==> src/rtl/fetch_stage.sv <==
// Instruction fetch stage with IF/ID pipeline register and a single-outstanding imem port.
// Define FETCH_PERF_EN to add fetched-instruction and stall-cycle counters.
module fetch_stage #(
   parameter logic [31:0] RESET_PC = 32'h0000_0000,
   parameter logic [31:0] NOP_INST = 32'h0000_0013
) (
   input  logic        clock,
   input  logic        reset,
   input  logic        io_stall,
   input  logic        io_redirect_valid,
   input  logic [31:0] io_redirect_pc,
   output logic        io_imem_req_valid,
   input  logic        io_imem_req_ready,
   output logic [31:0] io_imem_req_addr,
   input  logic        io_imem_resp_valid,
   input  logic [31:0] io_imem_resp_data,
   output logic [31:0] io_IF_ID_inst,
   output logic [31:0] io_IF_ID_pc,
`ifdef FETCH_PERF_EN
   output logic [31:0] io_perf_fetched,
   output logic [31:0] io_perf_stall_cycles,
`endif
   output logic        io_IF_ID_valid
);

   typedef enum logic [1:0] {S_REQ, S_WAIT, S_HOLD, S_DROP} state_t;

   state_t      state_q, state_d;
   logic [31:0] pc_q, pc_d;
   logic [31:0] buf_q, buf_d;
   logic [31:0] ifid_inst_q, ifid_inst_d;
   logic [31:0] ifid_pc_q, ifid_pc_d;
   logic        ifid_vld_q, ifid_vld_d;
   logic        deliver;
   logic [31:0] dinst;
   logic        hs;

   // Request is masked during reset so nothing is issued in the reset cycle.
   assign io_imem_req_valid = (state_q == S_REQ) && !reset;
   assign io_imem_req_addr  = pc_q;
   assign hs                = io_imem_req_valid && io_imem_req_ready;

   always_comb begin
      state_d = state_q;
      pc_d    = pc_q;
      buf_d   = buf_q;
      deliver = 1'b0;
      dinst   = buf_q;
      case (state_q)
         S_REQ: begin
            if (io_redirect_valid) begin
               pc_d = io_redirect_pc;
               // An accepted request this cycle belongs to the stale address.
               if (hs) state_d = S_DROP;
            end else if (hs) begin
               state_d = S_WAIT;
            end
         end
         S_WAIT: begin
            if (io_imem_resp_valid) begin
               if (io_redirect_valid) begin
                  pc_d    = io_redirect_pc;
                  state_d = S_REQ;
               end else if (io_stall) begin
                  buf_d   = io_imem_resp_data;
                  state_d = S_HOLD;
               end else begin
                  deliver = 1'b1;
                  dinst   = io_imem_resp_data;
                  pc_d    = pc_q + 32'd4;
                  state_d = S_REQ;
               end
            end else if (io_redirect_valid) begin
               pc_d    = io_redirect_pc;
               state_d = S_DROP;
            end
         end
         S_HOLD: begin
            if (io_redirect_valid) begin
               pc_d    = io_redirect_pc;
               state_d = S_REQ;
            end else if (!io_stall) begin
               deliver = 1'b1;
               pc_d    = pc_q + 32'd4;
               state_d = S_REQ;
            end
         end
         default: begin
            if (io_redirect_valid) pc_d = io_redirect_pc;
            if (io_imem_resp_valid) state_d = S_REQ;
         end
      endcase
   end

   always_comb begin
      ifid_inst_d = NOP_INST;
      ifid_pc_d   = 32'd0;
      ifid_vld_d  = 1'b0;
      if (!io_redirect_valid) begin
         if (io_stall) begin
            ifid_inst_d = ifid_inst_q;
            ifid_pc_d   = ifid_pc_q;
            ifid_vld_d  = ifid_vld_q;
         end else if (deliver) begin
            ifid_inst_d = dinst;
            ifid_pc_d   = pc_q;
            ifid_vld_d  = 1'b1;
         end
      end
   end

   always_ff @(posedge clock) begin
      if (reset) begin
         state_q     <= S_REQ;
         pc_q        <= RESET_PC;
         buf_q       <= 32'd0;
         ifid_inst_q <= NOP_INST;
         ifid_pc_q   <= 32'd0;
         ifid_vld_q  <= 1'b0;
      end else begin
         state_q     <= state_d;
         pc_q        <= pc_d;
         buf_q       <= buf_d;
         ifid_inst_q <= ifid_inst_d;
         ifid_pc_q   <= ifid_pc_d;
         ifid_vld_q  <= ifid_vld_d;
      end
   end

   assign io_IF_ID_inst  = ifid_inst_q;
   assign io_IF_ID_pc    = ifid_pc_q;
   assign io_IF_ID_valid = ifid_vld_q;

`ifdef FETCH_PERF_EN
   logic [31:0] fetched_q, stall_cnt_q;

   always_ff @(posedge clock) begin
      if (reset) begin
         fetched_q   <= 32'd0;
         stall_cnt_q <= 32'd0;
      end else begin
         if (deliver) fetched_q <= fetched_q + 32'd1;
         if (io_stall && !io_redirect_valid) stall_cnt_q <= stall_cnt_q + 32'd1;
      end
   end

   assign io_perf_fetched      = fetched_q;
   assign io_perf_stall_cycles = stall_cnt_q;
`endif

endmodule
==> config.mk <==
export PLATFORM = sky130hd
export DESIGN_NAME = fetch_stage
export DESIGN_NICKNAME = d
export VERILOG_FILES = /design/src/rtl/fetch_stage.sv
export SDC_FILE = /design/constraint.sdc
export NUM_CORES = 1
export LEC_CHECK = 0
export ABC_CLOCK_PERIOD_IN_PS = 2100
export BUFFER_PORTS_ARGS = -buffer_cell sky130_fd_sc_hd__buf_2
export CELL_PAD_IN_SITES_DETAIL_PLACEMENT = 0
export CELL_PAD_IN_SITES_GLOBAL_PLACEMENT = 1
export CORE_MARGIN = 4
export CORE_UTILIZATION = 34
export CTS_CLUSTER_DIAMETER = 80
export DETAILED_ROUTE_END_ITERATION = 6
export PLACE_DENSITY_LB_ADDON = 0.1
export SYNTH_ARGS = -nofsm -noshare
export SYNTH_HDL_FRONTEND = slang
export SYNTH_SLANG_ARGS = --single-unit
==> constraint.sdc <==
create_clock -name clock -period 2.1 [get_ports clock]
set_input_delay 0.105 -clock clock [delete_from_list [all_inputs] [get_ports clock]]
set_output_delay 0.105 -clock clock [all_outputs]
set_load 0.03 [all_outputs]
After elaboration in Yosys (flattened, before gate mapping). Index checks and enable logic that the tools add are counted.

Add/sub/neg operators: 1. Equality and inequality tests: 5. Muxes and demuxes: 25. Bitwise operators: 1. Reduce and logical (&&, ||, !) cells: 8.

Operator list (count): 2-to-1 mux 32 bit (8); one-hot mux 32 bit (2 select lines) (1); adder 32 x 3 -> 32 bit, second input constant (1); 2-to-1 mux 2 bit (10); AND reduction 4 bit (2); != test 3 bit, second input constant (2); one-hot mux 2 bit (3 select lines) (1); 2-to-1 mux 1 bit (4); nonzero test 4 bit (1); == test 2 x 1 -> 1 bit, second input constant (1); == test 2 bit, second input constant (1); logical AND 1 bit (2); zero test 2 bit (1); != test 2 bit, second input constant (1); one-hot mux 1 bit (2 select lines) (1); OR reduction 2 bit (1); zero test 1 bit (1); NOT 1 bit (1).

Flip-flop bits (word level): 131. Bits of input ports: 70.

Logic depth before layout (Yosys ltp).
Depth in word-level cells: 6. Mapped depth: 9. Mapped depth without buffers: 7.

Least setup slack after synthesis. OpenSTA, ideal clock, no wires.

Path kind: register to register. Start: register pc_q[7] (netlist: io_imem_req_addr[7]). End: register pc_q[19] (netlist: io_imem_req_addr[19]). Setup time: 117 ps. Arrival: 2041 ps. Data required time: 1983 ps. Path slack: -58 ps. Stages on the path, launching flop included: 8. Path buffers: 2. Clock period less this slack: 2158 ps. Path through: dfxtp_1 nand4_2 or3_1 buf_6 buf_4 o41ai_2 o41ai_1 a22o_1.

Cells in the longest elaborated chain, start to end: 5.

Ends and longest elaborated chain: start, declared (RTL line 29) `logic [31:0] pc_q, pc_d;`; start signal, assigned (RTL line 122) `pc_q <= pc_d;`; adder 32 x 3 -> 32 bit * (RTL line 70, 84); 2-to-1 mux 32 bit * (RTL line 64, 82); 2-to-1 mux 32 bit * (RTL line 79) `if (io_redirect_valid) begin`; 2-to-1 mux 32 bit (RTL line 60) `if (io_imem_resp_valid) begin`; one-hot mux 32 bit (2 select lines) * (RTL line 49) `case (state_q)`.

Every way passes the cells marked *; elsewhere a longest branch is shown, timed or not. A chain may end at the register's enable or synchronous reset.

Final worst setup path.
Start: register state_q[1]. End: register pc_q[29] (netlist: io_imem_req_addr[29]).

Cells in the longest elaborated chain, start to end: 2. Elaborated cells on any way between the ends: 3. Classes of those cells: eq/ne: 2; mux: 1.

Ends and longest elaborated chain: start, declared (RTL line 28) `state_t state_q, state_d;`; start signal, assigned (RTL line 121) `state_q <= state_d;`; == test 2 bit or == test 2 x 1 -> 1 bit (tied branches) (RTL line 49); one-hot mux 32 bit (2 select lines) * (RTL line 49).

Marks and branches as above.

==> impl_metrics.env <==
export IMPL_status="finished clean"
export IMPL_layout_drive_gt1_share=0.323
export IMPL_ys_flop_type="dfxtp_1"
export IMPL_num_vias=5827
export IMPL_routed_wl_um=18800
export IMPL_worst_setup_path_end_kind="flop"
export IMPL_syn_inst=659
export IMPL_core_area_sq_um=16100
export IMPL_ys_seq_elements=131
export IMPL_clock_latency_ns=0.41
export IMPL_min_path_type="input port to flop"
export IMPL_total_power_mw=8.01
export IMPL_root_buffer="clkbuf_16"
export IMPL_final_max_slew_viol_count=0
export IMPL_hold_viol_final=0
export IMPL_clock_sinks=131
export IMPL_die_w_um=137
export IMPL_criticalPathCategory="flop to flop"
export IMPL_fin_nets=957
export IMPL_clockBufferDepth=2
export IMPL_antenna_found_initial=1
export IMPL_start_kind="flop"
export IMPL_synth_yosys_seq_area_share=0.465
export IMPL_drtPass1Iterations=5
export IMPL_drt_iter0_drc=366
export IMPL_grt_pass1_vias=5866
export IMPL_path_clk_slew_ns=0.06
export IMPL_fmax_mhz=506
export IMPL_final_cells=1112
export IMPL_yosysWarnings=0
export IMPL_netlist_area_sq_um=5630
export IMPL_dieArea_sq_um=18700
export IMPL_yosys_top_cells_area="dfxtp_1 (47%), a22oi_1 (8.1%), nand2_1 (6.1%), mux2_2 (6.0%), nor2_1 (6.0%)"
export IMPL_synth_top_area_cell="dfxtp_1"
export IMPL_wl_per_cell_um=16.9
export IMPL_ff_latch_area_sq_um=2630
export IMPL_post_dp_cell_area_sq_um=6860
export IMPL_viasPerCell=5.24
export IMPL_multiInputGateArea_sq_um=2830
export IMPL_required_ns=2.40
export IMPL_cts_buffers=17
export IMPL_num_rows=46
export IMPL_rsz0062_at_grt="true"
export IMPL_crit_arrival_ns=2.28
export IMPL_grt_pass1_wl_um=29800
export IMPL_async_reset_ff_frac=0
export IMPL_port_buffers=167
export IMPL_syn_avg_cell_area_sq_um=8.55
export IMPL_remaining_drc_errors=0
export IMPL_setup_viol=0
export IMPL_n_antenna_cell=0
export IMPL_gr_total_overflow=0
export IMPL_h_tree_depth=4
export IMPL_power_density_nw_per_um2=1000
export IMPL_ir_drop_uv=571
export IMPL_place_inst=1030
export IMPL_track_usage=0.200
export IMPL_maxCapViolations=0
export IMPL_fin_worst_skew_ns=0.00451
export IMPL_postRouteAntennaNets=0
export IMPL_finalSetupTns_ns=0
export IMPL_finalInstanceArea_sq_um=7980
export IMPL_start_util=0.351
export IMPL_cp_max_fo=7
export IMPL_synth_cell_types=49
export IMPL_yosysTopAreaCellShare=0.465
export IMPL_fillerInstances=1535
export IMPL_hpwl_um=12800
export IMPL_finalCriticalPeriod_ns=1.98
export IMPL_syn_num_nets=733
export IMPL_die_h_um=137
export IMPL_gp_congestion=0.849
export IMPL_grt_max_degree=63
export IMPL_cts_tree="built"
export IMPL_post_cts_buffers=0
export IMPL_fin_crit_sh=0.941
export IMPL_io_pins=168
export IMPL_synth_edf_count=0
export IMPL_tightest_slew_ns=0.730
export IMPL_p_leak_nw=3.32
export IMPL_area_growth_pct=41.6
export IMPL_relSlewSlack=0.514
placed cells by master, fill, tap and decap left out, types with 4 or more instances in the layout:
| master | instances |
|---|---|
| a211oi_1 | 6 |
| a21oi_1 | 48 |
| a22o_1 | 5 |
| a22oi_1 | 61 |
| a311oi_1 | 5 |
| a31oi_1 | 7 |
| and3_1 | 5 |
| and4_1 | 5 |
| buf_2 | 167 |
| buf_4 | 34 |
| clkbuf_16 | 17 |
| clkinv_2 | 5 |
| clkinvlp_4 | 5 |
| dfxtp_1 | 128 |
| dlygate4sd3_1 | 50 |
| inv_1 | 10 |
| mux2_2 | 30 |
| mux2i_1 | 5 |
| nand2_1 | 88 |
| nand3_1 | 11 |
| nand4_1 | 7 |
| nor2_1 | 88 |
| nor3_1 | 15 |
| nor4_1 | 4 |
| o21ai_0 | 14 |
| o221ai_1 | 4 |
| o31ai_1 | 4 |
| o41ai_1 | 4 |
| or3_1 | 4 |
metrics by stage:
step | util | hold slack [ns] | setup slack (ns)
floorplan | - | 0.230 | 0.00355
global placement | 0.427 | 0.336 | 0.0859
detailed placement | 0.427 | 0.330 | -0.0458
CTS | 0.495 | 0.00193 | 0.00934
global route | 0.497 | 0.0292 | -0.00159
finish | 0.497 | 0.0283 | 0.123
sequential cells by signal, summed over array words and instances (netlist names):
signal and count:
buf_q 32, io_IF_ID_inst 32, io_IF_ID_pc 32, io_IF_ID_valid 1, io_imem_req_addr 32, state_q 2
cells by family after synthesis:
family | share of synthesized area
AO/OA/AOI/OAI | 0.217
adder cells (fa/ha/maj) | 0.00888
flip-flops | 0.465
multiplexers | 0.0688
AND/OR/NAND/NOR | 0.198
buffers and inverters | 0.0413
final timing paths:
kind	start	to	slack [ns]	cells after the start
worst max-delay path	state_q[1]	io_imem_req_addr[29]	0.12	8
worst min register to register	buf_q[1]	buf_q[1]	0.45	2
worst max register to register	state_q[1]	io_imem_req_addr[29]	0.12	8
worst min-delay path	io_redirect_pc[30]	io_imem_req_addr[30]	0.03	3
area by class of cell:
cell class | count | share of cell area
Clock buffer | 19 | 0.0568
Clock inverter | 13 | 0.0138
Inverter | 10 | 0.00471
Multi-Input combinational cell | 469 | 0.355
Sequential cell | 131 | 0.329
Tap cell | 216 | 0.0339
Timing Repair Buffer | 254 | 0.206
synthesized netlist by cell type (all sizes together) (3+ instances only):
cell	number
dfxtp	131
nand2	91
nor2	90
a22oi	61
a21oi	50
clkbuf	44
mux2	30
nor3	17
o21ai	15
nand3	12
inv	10
nand4	8
a31oi	7
a211oi	6
o41ai	6
a22o	5
a311oi	5
and3	5
and4	5
buf	5
mux2i	5
or3	5
ha	4
nor4	4
o221ai	4
o31ai	4
and2	3
o2bb2ai	3
where the power goes:
part	leakage, nW	internal (mW)	total, mW	switching [mW]
combinational	1.99	0.897	2.33	1.43
sequential	1.06	2.69	2.88	0.192
clock	0.267	1.68	2.80	1.12
total	3.32	5.27	8.01	2.75
worst max-delay path, stage by stage (launching register included):
cell and delay (ns):
dfxtp_1 0.35, inv_1 0.07, ha_1 0.24, a21oi_2 0.29
nand2b_2 0.27, buf_4 0.16, nor4_1 0.05, a211o_1 0.30
nor3b_1 0.13
metal layers:
layer	global-route usage	wire, um	vias to the layer above	part of all wire
li1	-	-	2838	-
met1	0.244	8130	2793	0.43
met2	0.351	9330	172	0.50
met3	0.0441	1090	22	0.058
met4	0.0638	246	2	0.013
met5	0	12	-	0.00064
what timing repair did:
action | 4_1_cts | 5_1_grt
endpoints found under the hold margin | 50 | 0
gates resized for setup | 3 | 12
pin swaps | 0 | 0
gates cloned | 0 | 0
setup endpoints to repair | 40 | 48
hold buffers | 50 | 0
Power figures use the tool's default switching activity.
